<file path="src/rtl/usb_tx_pkg.sv">
// Shared encodings for the USB transmit packet controller: PIDs, byte-mux selects,
// handshake selects and the controller state type.
package usb_tx_pkg;

    localparam logic [7:0] SYNC_BYTE = 8'h80;

    // PIDs go on the wire as {~pid, pid}
    localparam logic [7:0] PID_ACK   = 8'hD2;
    localparam logic [7:0] PID_NAK   = 8'h5A;
    localparam logic [7:0] PID_STALL = 8'h1E;
    localparam logic [7:0] PID_DATA0 = 8'hC3;
    localparam logic [7:0] PID_DATA1 = 8'h4B;

    localparam logic [1:0] SEL_FIFO   = 2'b00;
    localparam logic [1:0] SEL_TXBYTE = 2'b01;
    localparam logic [1:0] SEL_CRC_HI = 2'b10;
    localparam logic [1:0] SEL_CRC_LO = 2'b11;

    localparam logic [1:0] HS_ACK   = 2'd0;
    localparam logic [1:0] HS_NAK   = 2'd1;
    localparam logic [1:0] HS_STALL = 2'd2;

    typedef enum logic [3:0] {
        ST_IDLE,
        ST_LOAD_SYNC,
        ST_WAIT_SYNC,
        ST_WAIT_HS_PID,
        ST_WAIT_PID,
        ST_QUEUE,
        ST_WAIT_DATA,
        ST_CRC_LO,
        ST_CRC_HI,
        ST_EOP1,
        ST_EOP2,
        ST_TX_END
    } tx_state_t;

    // The reserved handshake code falls back to NAK.
    function automatic logic [7:0] hs_pid(input logic [1:0] sel);
        case (sel)
            HS_ACK:   hs_pid = PID_ACK;
            HS_STALL: hs_pid = PID_STALL;
            default:  hs_pid = PID_NAK;
        endcase
    endfunction

endpackage

</file>
<file path="src/rtl/usb_tx_byte_cnt.sv">
// Remaining-payload down-counter: load has priority over decrement, and the
// count saturates at zero.
module usb_tx_byte_cnt #(
    parameter int LEN_W = 7
) (
    input  logic             clk,
    input  logic             n_rst,
    input  logic             load_i,
    input  logic [LEN_W-1:0] load_val_i,
    input  logic             dec_i,
    output logic             zero_o
);

    logic [LEN_W-1:0] count_q, count_d;

    always_comb begin
        count_d = count_q;
        if (load_i) begin
            count_d = load_val_i;
        end else if (dec_i && (count_q != '0)) begin
            count_d = count_q - LEN_W'(1);
        end
    end

    always_ff @(posedge clk or negedge n_rst) begin
        if (!n_rst) begin
            count_q <= '0;
        end else begin
            count_q <= count_d;
        end
    end

    assign zero_o = (count_q == '0);

endmodule

</file>
<file path="src/rtl/usb_tx_pkt_ctrl.sv">
// USB TX packet sequencer: SYNC, PID, runtime-length payload, CRC16 and EOP,
// with handshake packets, DATA0/DATA1 toggle tracking and abort.
module usb_tx_pkt_ctrl
    import usb_tx_pkg::*;
#(
    parameter int MAX_BYTES = 64,
    parameter int LEN_W     = $clog2(MAX_BYTES + 1)
) (
    input  logic             clk,
    input  logic             n_rst,
    input  logic             send_hs,
    input  logic [1:0]       hs_sel,
    input  logic             send_data,
    input  logic [LEN_W-1:0] data_len,
    input  logic             ack_rcvd,
    input  logic             toggle_rst,
    input  logic             tx_abort,
    input  logic             byte_done,
    output logic [7:0]       tx_byte,
    output logic             load_en,
    output logic [1:0]       select,
    output logic             fifo_r_enable,
    output logic             calc_crc,
    output logic             crc_reset,
    output logic             eop,
    output logic             is_txing,
    output logic             data_toggle,
    output logic             pkt_done,
    output tx_state_t        dbg_state
);

    localparam logic [LEN_W-1:0] MAX_LEN = LEN_W'(MAX_BYTES);

    tx_state_t        state_q, state_d;
    logic             is_hs_q, is_hs_d;
    logic [1:0]       hs_sel_q, hs_sel_d;
    logic             last_data_q, last_data_d;
    logic             toggle_q, toggle_d;
    logic             cnt_load, cnt_dec, cnt_zero;
    logic [LEN_W-1:0] cnt_val;

    usb_tx_byte_cnt #(.LEN_W(LEN_W)) u_byte_cnt (
        .clk        (clk),
        .n_rst      (n_rst),
        .load_i     (cnt_load),
        .load_val_i (cnt_val),
        .dec_i      (cnt_dec),
        .zero_o     (cnt_zero)
    );

    always_comb begin
        state_d     = state_q;
        is_hs_d     = is_hs_q;
        hs_sel_d    = hs_sel_q;
        last_data_d = last_data_q;
        cnt_load    = 1'b0;
        cnt_val     = '0;
        cnt_dec     = 1'b0;
        case (state_q)
            ST_IDLE: begin
                if (send_hs) begin
                    is_hs_d     = 1'b1;
                    hs_sel_d    = hs_sel;
                    last_data_d = 1'b0;
                    state_d     = ST_LOAD_SYNC;
                end else if (send_data) begin
                    is_hs_d     = 1'b0;
                    last_data_d = 1'b1;
                    cnt_load    = 1'b1;
                    cnt_val     = (data_len > MAX_LEN) ? MAX_LEN : data_len;
                    state_d     = ST_LOAD_SYNC;
                end
            end
            ST_LOAD_SYNC:   state_d = ST_WAIT_SYNC;
            ST_WAIT_SYNC:   if (byte_done) state_d = is_hs_q ? ST_WAIT_HS_PID : ST_WAIT_PID;
            ST_WAIT_HS_PID: if (byte_done) state_d = ST_EOP1;
            ST_WAIT_PID:    if (byte_done) state_d = cnt_zero ? ST_CRC_LO : ST_QUEUE;
            ST_QUEUE: begin
                cnt_dec = 1'b1;
                state_d = ST_WAIT_DATA;
            end
            ST_WAIT_DATA:   if (byte_done) state_d = cnt_zero ? ST_CRC_LO : ST_QUEUE;
            ST_CRC_LO:      if (byte_done) state_d = ST_CRC_HI;
            ST_CRC_HI:      if (byte_done) state_d = ST_EOP1;
            ST_EOP1:        state_d = ST_EOP2;
            ST_EOP2:        state_d = ST_TX_END;
            ST_TX_END:      state_d = ST_IDLE;
            default:        state_d = ST_IDLE;
        endcase
        // Abort still ends the packet with a proper EOP so the bus returns to idle.
        if (tx_abort && (state_q != ST_IDLE)) begin
            state_d  = ST_EOP1;
            cnt_load = 1'b1;
            cnt_val  = '0;
            cnt_dec  = 1'b0;
        end
    end

    always_comb begin
        toggle_d = toggle_q;
        if (toggle_rst) begin
            toggle_d = 1'b0;
        end else if ((state_q == ST_IDLE) && ack_rcvd && last_data_q) begin
            toggle_d = ~toggle_q;
        end
    end

    always_ff @(posedge clk or negedge n_rst) begin
        if (!n_rst) begin
            state_q     <= ST_IDLE;
            is_hs_q     <= 1'b0;
            hs_sel_q    <= HS_ACK;
            last_data_q <= 1'b0;
            toggle_q    <= 1'b0;
        end else begin
            state_q     <= state_d;
            is_hs_q     <= is_hs_d;
            hs_sel_q    <= hs_sel_d;
            last_data_q <= last_data_d;
            toggle_q    <= toggle_d;
        end
    end

    // Moore output decode: everything derives from registered state only.
    always_comb begin
        tx_byte       = SYNC_BYTE;
        load_en       = 1'b0;
        select        = SEL_TXBYTE;
        fifo_r_enable = 1'b0;
        calc_crc      = 1'b0;
        crc_reset     = 1'b0;
        eop           = 1'b0;
        pkt_done      = 1'b0;
        is_txing      = (state_q != ST_IDLE);
        case (state_q)
            ST_IDLE:      crc_reset = 1'b1;
            ST_LOAD_SYNC: begin
                load_en   = 1'b1;
                crc_reset = 1'b1;
            end
            ST_WAIT_SYNC: begin
                crc_reset = 1'b1;
                tx_byte   = is_hs_q ? hs_pid(hs_sel_q) : (toggle_q ? PID_DATA1 : PID_DATA0);
            end
            ST_WAIT_PID:  select = SEL_FIFO;
            ST_QUEUE: begin
                fifo_r_enable = 1'b1;
                calc_crc      = 1'b1;
            end
            ST_WAIT_DATA: calc_crc = 1'b1;
            ST_CRC_LO:    select = SEL_CRC_LO;
            ST_CRC_HI:    select = SEL_CRC_HI;
            ST_EOP1,
            ST_EOP2:      eop = 1'b1;
            ST_TX_END: begin
                crc_reset = 1'b1;
                pkt_done  = 1'b1;
            end
            default: ;
        endcase
    end

    assign data_toggle = toggle_q;
    assign dbg_state   = state_q;

endmodule

</file>
<file path="config.mk">
export PLATFORM = sky130hd
export DESIGN_NAME = usb_tx_pkt_ctrl
export DESIGN_NICKNAME = d
export VERILOG_FILES = /design/src/rtl/usb_tx_pkg.sv /design/src/rtl/usb_tx_byte_cnt.sv /design/src/rtl/usb_tx_pkt_ctrl.sv
export SDC_FILE = /design/constraint.sdc
export NUM_CORES = 1
export LEC_CHECK = 0
export CAP_MARGIN = 20
export CORE_MARGIN = 4
export CORE_UTILIZATION = 25
export CTS_BUF_LIST = sky130_fd_sc_hd__clkbuf_8
export CTS_CLUSTER_DIAMETER = 200
export DETAILED_ROUTE_END_ITERATION = 10
export DONT_BUFFER_PORTS = 1
export GPL_TIMING_DRIVEN = 0
export PLACE_DENSITY_LB_ADDON = 0.15
export SETUP_SLACK_MARGIN = 0.1
export SYNTH_ARGS = -nofsm -noshare
export SYNTH_HDL_FRONTEND = slang
export SYNTH_HIERARCHICAL = 1
export SYNTH_SLANG_ARGS = --single-unit
</file>
<file path="constraint.sdc">
create_clock -name clk -period 2.5 [get_ports clk]
set_input_delay 0.25 -clock clk [delete_from_list [all_inputs] [get_ports clk]]
set_output_delay 0.25 -clock clk [all_outputs]
set_load 0.01 [all_outputs]
</file>
==> flow_summary_export.csv, run 1 <==
group,metric,value,unit
floorplan,die-height,78.1,microns
synth,async_flop_share,1.00,
critical_path,cp_data_arrival_time,2460,ps
synth,post-synth-top-area-cell,"sky130_fd_sc_hd__dfrtp_1",
timing,slew_headroom,0.481,
clocking,clock_tree.root_cell,"sky130_fd_sc_hd__clkbuf_8",
worst_hold_path,holdPathStages,1,
synth,synth_top_family_by_area,"simple AND/OR/NAND/NOR gates",
status,run_status,"finished, final reports clean",
worst_hold_path,hold_path_end,"data_toggle$_DFFE_PN0P_",
critical_path,critical_path.reg2reg.endpoint,"u_byte_cnt/count_q[3]$_DFFE_PN0P_",
synth,synthDominantCellAreaShare,0.326,
clocking,clkSinkCount,16,
synth,yosysUniqueCellTypes,49,
place,placement.io_buffers,0,
finish,total_non_filler_cell_area_in_the_finished_layout,1400,sq um
synth,post_synth_design_cell_area,1230,sq um
detailed_routing,routed-via-count,1118,
timing,timing_hold_violations_final,0,
critical_path,critPathSlowestCell,"sky130_fd_sc_hd__dfrtp_1",
floorplan,die-area,6090,sq um
clocking,ctsHtreeMaxLevel,1,
place,postPlaceCellArea,1320,sq um
timing,layout_worst_path_cycle_share,0.916,
synth,synth_adder_area_share,0.0102,
critical_path,timing.critical_path.fanout_max,10,
detailed_routing,detail_route.drc_violations,0,
worst_hold_path,hold_start,"toggle_rst",
timing,slew_viol_final,0,
detailed_routing,final_antenna_net_count,0,
synth,yosysWarnings,6,
floorplan,initial_utilization,0.258,
detailed_routing,drt_first_iter_violations,56,
timing,setup_viol,0,
synth,synth-edff-count,0,
synth,synthesis.nets,168,
synth,synthSimpleGateAreaFrac,0.291,
place,post-dp-hpwl,2.53,mm
synth,post_synth_mux_area_share,0.0510,
place,gpl.final_weighted_congestion,0.768,
worst_hold_path,min_path_type,"input pin to flop",
clocking,insertion_delay,250,ps
timing,max_freq,437,MHz
synth,synth_area_per_cell,8.18,sq um
critical_path,ff2ff_path_depth,6,
global_routing,first_global_vias,1111,
global_routing,grt_util_overall,0.113,
floorplan,dieWidth,78.1,microns
detailed_routing,drt-wirelength-per-cell,15.0,microns
detailed_routing,postRouteWirelength,3.35,mm
finish,drive_above_1_share,0.147,
critical_path,critical_path_required,2670,ps
synth,netlist_top_cells_area,"sky130_fd_sc_hd__dfrtp_1, sky130_fd_sc_hd__nor2_1, sky130_fd_sc_hd__inv_1, sky130_fd_sc_hd__and2_2, sky130_fd_sc_hd__a21oi_1",
clocking,clock_path_buffers,2,
synth,synthCells,150,
detailed_routing,vias_per_cell,4.99,
critical_path,critical-path-max-stage-delay,520,ps
synth,ys.flop_type,"sky130_fd_sc_hd__dfrtp_1",
clocking,cts_tree,"done",
finish,fill_cells,532,
timing,fin_skew,4.48,ps
detailed_routing,drt-pass1-iter-count,4,
floorplan,core_area,4750,sq um
flow_run,maxCapViolations,0,
global_routing,grt_first_pass_wirelength,5.44,mm
pwr,total_power_density_per_cell_area,846,nW/um^2
synth,synth-xor-area-share,0.0214,
global_routing,grt_antenna_before_repair,1,
clocking,path_clk_slew,60,ps
clocking,cts_inserted_buffers,3,
critical_path,timing_worst_setup_path_type,"flop to flop",
timing,whs,64.7,ps
timing,tightest_slew,776,ps
finish,area_delta_synth_final,13.9,%
critical_path,worstReg2RegStart,"dbg_state[0]$_DFFE_PN0P_",
timing,rsz_0062_raised_after_global_routing,"false",
global_routing,largest_net_degree_at_the_start_of_global_routing,17,
timing,setup_total_negative_slack,0,ps
pwr,ir_worst_vdd,0.265,mV
synth,ys_seq_area_frac,0.326,
pwr,total_leakage_power,0.572,nW
critical_path,crit_path_start_kind,"flop",
synth,synth-compound-area-share,0.227,
critical_path,critical_path.endpoint_type,"flop",
global_routing,grt_overflow,0,
finish,final_net_count,176,
floorplan,num_io_pins,39,
timing,final.min_clock_period,2290,ps
synth,ys_ff_latch,16,
floorplan,core.rowCount,25,
critical_path,crit_chain,"clkbuf_2 > inv_1 > nor4_4 > or4b_1 > a311o_1 > a21oi_1",
finish,utilization,0.294,
critical_path,ff2ff_setup_slack,210,ps
-- cell usage in the layout (no fill, tap or decap), drive strengths merged, types with 4 or more instances in the layout --
cell type / synthesis / routed
and2: 7 / 7
nor2b: 5 / 5
a21oi: 8 / 8
nand2b: 4 / 4
nor3: 4 / 4
nor4: 4 / 4
nor2: 17 / 17
nand3: 4 / 4
o21ai: 7 / 7
buf: 2 / 4
o21a: 4 / 4
nand2: 10 / 10
dfrtp: 16 / 16
mux2i: 4 / 4
inv: 13 / 13
clkbuf: 4 / 7
-- cell families (layout without fill, tap and decap cells) --
family	after synthesis	after routing
AOI/OAI and AO/OA	40	40
xor gates and xnor gates	3	3
adders and majority gates	1	1
buffers and inverters	19	25
DFF	16	16
muxes	6	6
other	1	2
and+or+nand+nor	64	64
-- registers in the layout, indices dropped and copies added, names as in the netlist --
name and cells:
dbg_state 4, is_hs_q 1, u_byte_cnt/count_q 7, hs_sel_q 2, data_toggle 1, last_data_q 1
-- synthesized netlist by cell type, types with 2 or more instances --
cell,number
sky130_fd_sc_hd__o31ai_1,2
sky130_fd_sc_hd__nand2b_1,4
sky130_fd_sc_hd__nand2_1,10
sky130_fd_sc_hd__a31oi_1,2
sky130_fd_sc_hd__or2_2,2
sky130_fd_sc_hd__o21ai_0,7
sky130_fd_sc_hd__mux2_2,2
sky130_fd_sc_hd__nor3_1,4
sky130_fd_sc_hd__inv_1,13
sky130_fd_sc_hd__a311o_1,2
sky130_fd_sc_hd__nor2b_1,5
sky130_fd_sc_hd__nand3_1,4
sky130_fd_sc_hd__and2_2,6
sky130_fd_sc_hd__clkbuf_1,3
sky130_fd_sc_hd__o221ai_1,2
sky130_fd_sc_hd__o21a_1,4
sky130_fd_sc_hd__mux2i_1,4
sky130_fd_sc_hd__a21oi_1,8
sky130_fd_sc_hd__nor2_1,17
sky130_fd_sc_hd__dfrtp_1,16
sky130_fd_sc_hd__nor4_1,3
sky130_fd_sc_hd__xnor2_1,2
sky130_fd_sc_hd__o211ai_1,2
-- power by group --
group,switching [W],leakage [nW],total (W),internal (W)
sequential,0.000101,0.204,0.000428,0.000327
clock,0.0000870,0.0216,0.000194,0.000107
combinational,0.000346,0.346,0.000560,0.000214
total,0.000533,0.572,0.00118,0.000648
-- per-stage QoR --
stage          power, W  cells  setup slack, ps
4_1_cts         0.00119    221              110
6_report        0.00118    224              210
2_1_floorplan  0.000854    150              196
3_5_place_dp   0.000975    217             -224
5_1_grt         0.00129    224              105
3_3_place_gp   0.000952    217             -168
-- critical path, delay by kind of cell (launching register included) --
| kind | cells | cell delay (ps) |
|---|---|---|
| compound gates | 2 | 450 |
| buf+inv | 2 | 390 |
| flops | 1 | 520 |
| simple gates | 2 | 860 |
-- area by class of cell --
type	count	area, sq um	area share
clock buffers	3	41.3	0.0295
well taps	67	83.8	0.0600
repair buffers	3	25.0	0.0179
multi-input cells	115	756	0.541
inverters	13	48.8	0.0349
plain buffers	6	40.0	0.0286
diodes	1	2.50	0.00179
flip-flops and latches	16	400	0.286
-- worst max path at each step --
stage | from | to | depth (start not counted)
5_1_grt | dbg_state[0]$_DFFE_PN0P_ | u_byte_cnt/count_q[3]$_DFFE_PN0P_ | 6
4_1_cts | dbg_state[0]$_DFFE_PN0P_ | u_byte_cnt/count_q[3]$_DFFE_PN0P_ | 6
3_5_place_dp | dbg_state[0]$_DFFE_PN0P_ | u_byte_cnt/count_q[3]$_DFFE_PN0P_ | 6
3_3_place_gp | dbg_state[0]$_DFFE_PN0P_ | u_byte_cnt/count_q[3]$_DFFE_PN0P_ | 6
6_report | dbg_state[0]$_DFFE_PN0P_ | u_byte_cnt/count_q[3]$_DFFE_PN0P_ | 6
2_1_floorplan | dbg_state[0]$_DFFE_PN0P_ | u_byte_cnt/count_q[3]$_DFFE_PN0P_ | 6
-- layer usage --
layer  GRT usage  wire length, microns  vias to the layer above
met5           0                     0                        -
met4      0.0332                    19                        0
met3      0.0516                   292                        2
met2       0.187                  1580                       43
met1       0.131                  1460                      522
li1            -                     -                      551
-- repair_timing --
action / 4_1_cts / 5_1_grt
hold endpoints to repair: 16 / 0
pin swaps: 1 / 2
resized for setup: 4 / 0
hold buffers: 1 / 0
setup endpoints to repair: 5 / 6
buffers inserted: 0 / 2
No activity file was read; power rests on OpenSTA's default activity.
==> inputs of run 2 (changes only) <==
--- a/config.mk
+++ b/config.mk
@@ -17,5 +17,4 @@
 export SETUP_SLACK_MARGIN = 0.1
 export SYNTH_ARGS = -nofsm -noshare
 export SYNTH_HDL_FRONTEND = slang
-export SYNTH_HIERARCHICAL = 1
 export SYNTH_SLANG_ARGS = --single-unit
==> run 2 against run 1 <==
- clock power is 21% higher
- core utilization is 0.57 points lower
- die area is 1.1% lower
- critical path depth is 2 lower
- worst hold slack worse by 5.2 ps
- global-route usage is 0.59 points lower
- combinational power is 3% higher
- clock skew is 1.1 ps lower
- power is 5.7% higher
- largest power group unchanged
- setup slack hardly changed
- non-clock buffer count is 2 higher
==> flow_summary_export.csv, run 2 <==
group,metric,value,unit
synth,synth_top_family_by_area,"simple AND/OR/NAND/NOR gates",
place,place_worst_setup_slack,388,ps
synth,synth_adder_area_share,0.0206,
place,placement.io_buffers,0,
timing,max_freq,437,MHz
floorplan,die-area,6030,sq um
timing,rsz_0062_raised_after_global_routing,"false",
global_routing,grt_util_overall,0.107,
synth,async_flop_share,1.00,
finish,final_net_count,168,
finish,leading_cell_types_in_the_layout_fill_and_taps_excluded,"sky130_fd_sc_hd__dfrtp_1, sky130_fd_sc_hd__nand2_1, sky130_fd_sc_hd__nor2_1",
critical_path,crit_chain,"buf_6 > or4b_2 > inv_1 > and4_1",
critical_path,crit_path_start_kind,"flop",
global_routing,layer_carrying_the_most_global_route_usage,"met2",
clocking,insertion_delay,250,ps
synth,ys_seq_area_frac,0.330,
flow_run,maxCapViolations,0,
synth,synth_commonest_cells,"sky130_fd_sc_hd__dfrtp_1, sky130_fd_sc_hd__nand2_1, sky130_fd_sc_hd__nor2_1",
critical_path,critical_path_buf_inv_count,2,
floorplan,dieWidth,77.6,microns
timing,slew_viol_final,0,
synth,synthCells,143,
critical_path,worstReg2RegStart,"dbg_state[0]$_DFFE_PN0P_",
pwr,portion_of_total_power_attributed_to_combinational_logic,0.462,
pwr,cell_internal_pwr,0.000715,W
clocking,post-cts-setup-buffer-count,0,
finish,ff_latch_area,400,sq um
detailed_routing,routed-via-count,1057,
timing,layout_worst_path_cycle_share,0.916,
finish,utilization,0.288,
detailed_routing,drt-wirelength-per-cell,14.5,microns
global_routing,grt_antenna_before_repair,0,
critical_path,critical_path_required,2250,ps
finish,fill_cells,521,
synth,netlist_top_cells_area,"sky130_fd_sc_hd__dfrtp_1, sky130_fd_sc_hd__nand2_1, sky130_fd_sc_hd__nand2b_1, sky130_fd_sc_hd__o21ai_0, sky130_fd_sc_hd__nor2_1",
synth,synthesis.nets,162,
global_routing,groute.layer.met2.usage,0.170,
global_routing,grt_overflow,0,
clocking,cts_inserted_buffers,3,
finish,multiInputGateArea,721,sq um
synth,synth-edff-count,0,
floorplan,core.rowCount,25,
pwr,sequential_share_of_power,0.351,
status,run_status,"finished, final reports clean",
finish,total_non_filler_cell_area_in_the_finished_layout,1360,sq um
critical_path,ff2ff_path_depth,6,
pwr,p_clk_frac,0.188,
detailed_routing,drt-pass1-iter-count,4,
pwr,total_power,0.00125,W
finish,drive_above_1_share,0.162,
worst_hold_path,holdPathStages,1,
detailed_routing,drt_first_iter_violations,51,
worst_hold_path,min_path_type,"input pin to flop",
synth,synthSimpleGateAreaFrac,0.286,
synth,post_synth_mux_area_share,0.0268,
clocking,ctsHtreeMaxLevel,1,
synth,post_synth_design_cell_area,1210,sq um
global_routing,largest_net_degree_at_the_start_of_global_routing,17,
pwr,ir_worst_vdd,0.303,mV
place,post-dp-hpwl,2.42,mm
pwr,power.net_switching,0.000534,W
detailed_routing,postRouteWirelength,3.11,mm
floorplan,die-height,77.6,microns
clocking,cts_tree,"done",
global_routing,grt_util_met3,0.0313,
synth,synth-xor-area-share,0.0289,
clocking,path_clk_slew,70,ps
critical_path,critPathSlowestCell,"sky130_fd_sc_hd__or4b_2",
detailed_routing,final_antenna_net_count,0,
global_routing,grt_first_pass_wirelength,5.24,mm
floorplan,num_io_pins,39,
finish,area_delta_synth_final,12.3,%
floorplan,initial_utilization,0.257,
synth,synth_area_per_cell,8.48,sq um
worst_hold_path,hold_start,"toggle_rst",
timing,timing_hold_violations_final,0,
pwr,total_power_density_per_cell_area,917,nW/um^2
critical_path,critical_path.endpoint_type,"output pin",
floorplan,core_area,4720,sq um
timing,postLayoutSetupSlackWorst,210,ps
pwr,total_leakage_power,0.580,nW
critical_path,ff2ff_setup_slack,460,ps
place,postPlaceCellArea,1300,sq um
timing,slew_headroom,0.465,
worst_hold_path,hold_path_end,"data_toggle$_DFFE_PN0P_",
timing,tightest_slew,800,ps
detailed_routing,vias_per_cell,4.92,
clocking,clock_path_buffers,2,
finish,max_flop_register,"u_byte_cnt.count_q",
synth,ys.flop_type,"sky130_fd_sc_hd__dfrtp_1",
synth,yosysUniqueCellTypes,49,
finish,largest_register_ffs,7,
synth,post-synth-top-area-cell,"sky130_fd_sc_hd__dfrtp_1",
critical_path,timing.critical_path.fanout_max,10,
global_routing,grt_util_met1,0.137,
critical_path,critical-path-max-stage-delay,730,ps
finish,antenna_cells,0,
timing,setup_viol,0,
synth,ys_ff_latch,16,
finish,layout_commonest_cell,"sky130_fd_sc_hd__dfrtp_1",
clocking,clock_tree.root_cell,"sky130_fd_sc_hd__clkbuf_8",
detailed_routing,detail_route.drc_violations,0,
critical_path,timing_worst_setup_path_type,"flop to output pin",
critical_path,cp_data_arrival_time,2040,ps
synth,most_numerous_cell_in_the_yosys_netlist,"sky130_fd_sc_hd__dfrtp_1",
clocking,clkSinkCount,16,
synth,synthDominantCellAreaShare,0.330,
place,gpl.final_weighted_congestion,0.729,
critical_path,crit_path_depth,4,
pwr,power_switching_share,0.428,
global_routing,first_global_vias,1059,
timing,fin_skew,3.41,ps
synth,synth-compound-area-share,0.229,
timing,final.min_clock_period,2290,ps
critical_path,worst_path_dominant_cell_family,"simple AND/OR/NAND/NOR gates",
synth,yosysWarnings,0,
timing,setup_total_negative_slack,0,ps
critical_path,critical_path.reg2reg.endpoint,"dbg_state[2]$_DFFE_PN0P_",
run 2: cell types whose count changed in the layout (fill, tap and decap cells not counted), sizes merged, moves of 4 or more:
cell and delta:
and2 -6, nor2 -6, inv -5, nand2 +5, nor2b -5, a211oi +4
run 2: layer usage:
layer	vias to the layer above	wire (microns)	share of wire
li1	530	-	-
met5	-	0	0
met4	0	41	0.013
met1	497	1380	0.44
met2	26	1490	0.48
met3	4	206	0.066
run 2: power groups by stage:
| stage | Combinational [W] | Clock [W] | Sequential, W |
|---|---|---|---|
| after floorplan | 0.000483 | 0 | 0.000416 |
| after global placement | 0.000557 | 0 | 0.000439 |
| after detailed placement | 0.000575 | 0 | 0.000445 |
| after CTS | 0.000582 | 0.000247 | 0.000438 |
| after global routing | 0.000653 | 0.000255 | 0.000450 |
| final | 0.000576 | 0.000234 | 0.000438 |
run 2: worst max-delay path by stage:
| stage | endpoint | slack, ps | startpoint |
|---|---|---|---|
| floorplan | tx_byte[3] | 530 | dbg_state[0]$_DFFE_PN0P_ |
| global placement | tx_byte[3] | 390 | dbg_state[0]$_DFFE_PN0P_ |
| detailed placement | tx_byte[3] | 390 | dbg_state[0]$_DFFE_PN0P_ |
| CTS | tx_byte[3] | 110 | dbg_state[0]$_DFFE_PN0P_ |
| global route | tx_byte[3] | 110 | dbg_state[0]$_DFFE_PN0P_ |
| finish | tx_byte[2] | 210 | dbg_state[0]$_DFFE_PN0P_ |
run 2: area by class of cell:
class                   count  share of cell area
repair buffers              1             0.00735
inverters                   8              0.0221
plain buffers              10              0.0450
flip-flops and latches     16               0.294
well taps                  67              0.0616
multi-input cells         109               0.529
clock buffers               4              0.0404
run 2: cells by family after synthesis:
family / count (synthesis)
buffers and inverters: 18
other: 1
multiplexers: 3
adder cells (fa/ha/maj): 2
XOR/XNOR: 4
AND/OR/NAND/NOR: 59
flip-flops: 16
AO/OA/AOI/OAI: 40
run 2: metrics by stage:
step / hold WS, ps / cells
2_1_floorplan: -45.6 / 143
3_3_place_gp: -45.0 / 210
3_5_place_dp: -45.0 / 210
4_1_cts: 51.2 / 215
5_1_grt: 50.3 / 215
6_report: 59.5 / 215
run 2: what timing repair did:
action,CTS,global route
setup endpoints to repair,0,1
endpoints found under the hold margin,16,0
resized for setup,0,1
hold buffers,1,0
==> inputs of run 3 (changes only) <==
--- a/config.mk
+++ b/config.mk
@@ -13,7 +13,7 @@
 export DETAILED_ROUTE_END_ITERATION = 10
 export DONT_BUFFER_PORTS = 1
 export GPL_TIMING_DRIVEN = 0
-export PLACE_DENSITY_LB_ADDON = 0.15
+export PLACE_DENSITY_LB_ADDON = 0.2
 export SETUP_SLACK_MARGIN = 0.1
 export SYNTH_ARGS = -nofsm -noshare
 export SYNTH_HDL_FRONTEND = slang
==> run 3 against run 2 <==
- worst hold slack got worse by 0.55 ps
- sequential cell count is the same
- global-route usage fell by 0.27 points
- final area fell by 1.0%
- core utilization down 0.29 points
- clock power down 15%
- non-clock buffer count is the same
- power is 2.5% lower
- clock skew up 2.8 ps
- critical path depth grew 1
- via count rose by 1.1%
==> flow_summary_export.csv, run 3 (same netlist as run 2, synthesis figures left out) <==
group,metric,value,unit
status,run_status,"finished, final reports clean",
finish,final_net_count,168,
critical_path,ff2ff_path_depth,6,
global_routing,largest_net_degree_at_the_start_of_global_routing,17,
pwr,total_power_density_per_cell_area,903,nW/um^2
critical_path,cp_data_arrival_time,2050,ps
floorplan,die-area,6030,sq um
timing,layout_worst_path_cycle_share,0.922,
pwr,ir_worst_vdd,0.306,mV
detailed_routing,detail_route.drc_violations,0,
finish,area_delta_synth_final,11.1,%
detailed_routing,final_antenna_net_count,0,
critical_path,timing_worst_setup_path_type,"flop to output pin",
place,placement.io_buffers,0,
floorplan,initial_utilization,0.257,
clocking,path_clk_slew,60,ps
finish,layout_commonest_cell,"sky130_fd_sc_hd__dfrtp_1",
timing,slew_viol_final,0,
floorplan,dieWidth,77.6,microns
critical_path,critical_path.endpoint_type,"output pin",
global_routing,grt_overflow,0,
flow_run,maxCapViolations,0,
timing,slew_headroom,0.464,
global_routing,grt_antenna_before_repair,0,
timing,rsz_0062_raised_after_global_routing,"false",
timing,setup_viol,0,
critical_path,critical-path-max-stage-delay,750,ps
global_routing,grt_first_pass_wirelength,5.06,mm
global_routing,first_global_vias,1050,
floorplan,num_io_pins,39,
clocking,cts_tree,"done",
critical_path,crit_path_start_kind,"flop",
critical_path,ff2ff_setup_slack,470,ps
pwr,total_leakage_power,0.570,nW
clocking,insertion_delay,250,ps
finish,max_flop_register,"u_byte_cnt.count_q",
finish,antenna_cells,0,
timing,timing_hold_violations_final,0,
clocking,post-cts-setup-buffer-count,0,
place,post-dp-hpwl,2.39,mm
finish,drive_above_1_share,0.163,
detailed_routing,routed-via-count,1069,
critical_path,critPathSlowestCell,"sky130_fd_sc_hd__or4b_2",
critical_path,critical_path_required,2250,ps
place,gpl.final_weighted_congestion,0.761,
clocking,clock_tree.root_cell,"sky130_fd_sc_hd__clkbuf_8",
floorplan,die-height,77.6,microns
timing,setup_total_negative_slack,0,ps
worst_hold_path,holdPathStages,1,
finish,largest_register_ffs,7,
timing,tightest_slew,801,ps
finish,non_filler_cells_in_the_finished_layout,214,
finish,leading_cell_types_in_the_layout_fill_and_taps_excluded,"sky130_fd_sc_hd__dfrtp_1, sky130_fd_sc_hd__nand2_1, sky130_fd_sc_hd__nor2_1",
floorplan,core.rowCount,25,
worst_hold_path,hold_start,"toggle_rst",
critical_path,critical_path.reg2reg.endpoint,"dbg_state[2]$_DFFE_PN0P_",
clocking,clkSinkCount,16,
clocking,clock_path_buffers,2,
timing,fin_skew,6.24,ps
detailed_routing,postRouteWirelength,3.10,mm
detailed_routing,vias_per_cell,5.00,
worst_hold_path,hold_path_end,"data_toggle$_DFFE_PN0P_",
critical_path,crit_chain,"buf_6 > or4b_2 > a21oi_1 > o21ai_1 > inv_1",
critical_path,worstReg2RegStart,"dbg_state[0]$_DFFE_PN0P_",
worst_hold_path,min_path_type,"input pin to flop",
detailed_routing,drt-wirelength-per-cell,14.5,microns
clocking,cts_inserted_buffers,3,
timing,final.min_clock_period,2300,ps
timing,max_freq,434,MHz
clocking,ctsHtreeMaxLevel,1,
global_routing,grt_util_overall,0.104,
place,dp.cells,210,
detailed_routing,drt-pass1-iter-count,4,
floorplan,core_area,4720,sq um
detailed_routing,drt_first_iter_violations,39,
critical_path,timing.critical_path.fanout_max,10,
[run 3: changes by cell type in the layout (fill, tap and decap cells not counted)]
cell,change
sky130_fd_sc_hd__inv_2,+1
sky130_fd_sc_hd__clkbuf_8,-1
sky130_fd_sc_hd__inv_1,-1
[run 3: critical path: cells and delay by family, from the launching register on]
| family | cells | cell delay [ps] |
|---|---|---|
| buf+inv | 2 | 310 |
| compound gates | 2 | 300 |
| flops | 1 | 450 |
| simple gates | 1 | 750 |
[run 3: metrics by stage]
stage          cell area (sq um)  hold slack, ps  setup WS, ps  utilization  power, W
2_1_floorplan               1210           -45.6           532            -  0.000899
3_3_place_gp                1300           -45.0           403        0.274  0.000994
3_5_place_dp                1300           -45.0           382        0.274   0.00102
4_1_cts                     1350            48.7           103        0.285   0.00123
5_1_grt                     1350            47.4           119        0.285   0.00133
6_report                    1350            58.9           196        0.285   0.00122
[run 3: how the worst max path moves through the flow]
stage	start	to	slack, ps	cells past startpoint
2_1_floorplan	dbg_state[0]$_DFFE_PN0P_	tx_byte[3]	530	5
3_5_place_dp	dbg_state[0]$_DFFE_PN0P_	tx_byte[3]	380	5
5_1_grt	dbg_state[0]$_DFFE_PN0P_	tx_byte[3]	120	5
6_report	dbg_state[0]$_DFFE_PN0P_	tx_byte[3]	200	5
3_3_place_gp	dbg_state[0]$_DFFE_PN0P_	tx_byte[3]	400	5
4_1_cts	dbg_state[0]$_DFFE_PN0P_	tx_byte[3]	100	5
[run 3: power breakdown]
part	internal [W]	switching [W]
logic	0.000242	0.000337
clock network	0.000107	0.0000927
registers	0.000333	0.000104
total	0.000682	0.000534
[run 3: metal layers]
metal | wire, microns | GRT usage | vias up
met5 | 0 | 0 | -
met4 | 33 | 0.0391 | 0
met3 | 235 | 0.0302 | 4
met2 | 1460 | 0.173 | 29
met1 | 1370 | 0.127 | 507
li1 | - | - | 529
[run 3: layout make-up]
class	instances	area (sq um)
timing repair buffer	1	10.0
fill	511	3380
inverter	8	30.0
clock buffer	3	41.3
sequential	16	400
multi-input combinational	109	721
tap	67	83.8
buffer	10	61.3
[run 3: what timing repair did]
item | CTS | global route
setup endpoints to repair | 0 | 2
hold buffers | 1 | 0
hold endpoints to repair | 16 | 0
gates resized for setup | 0 | 2
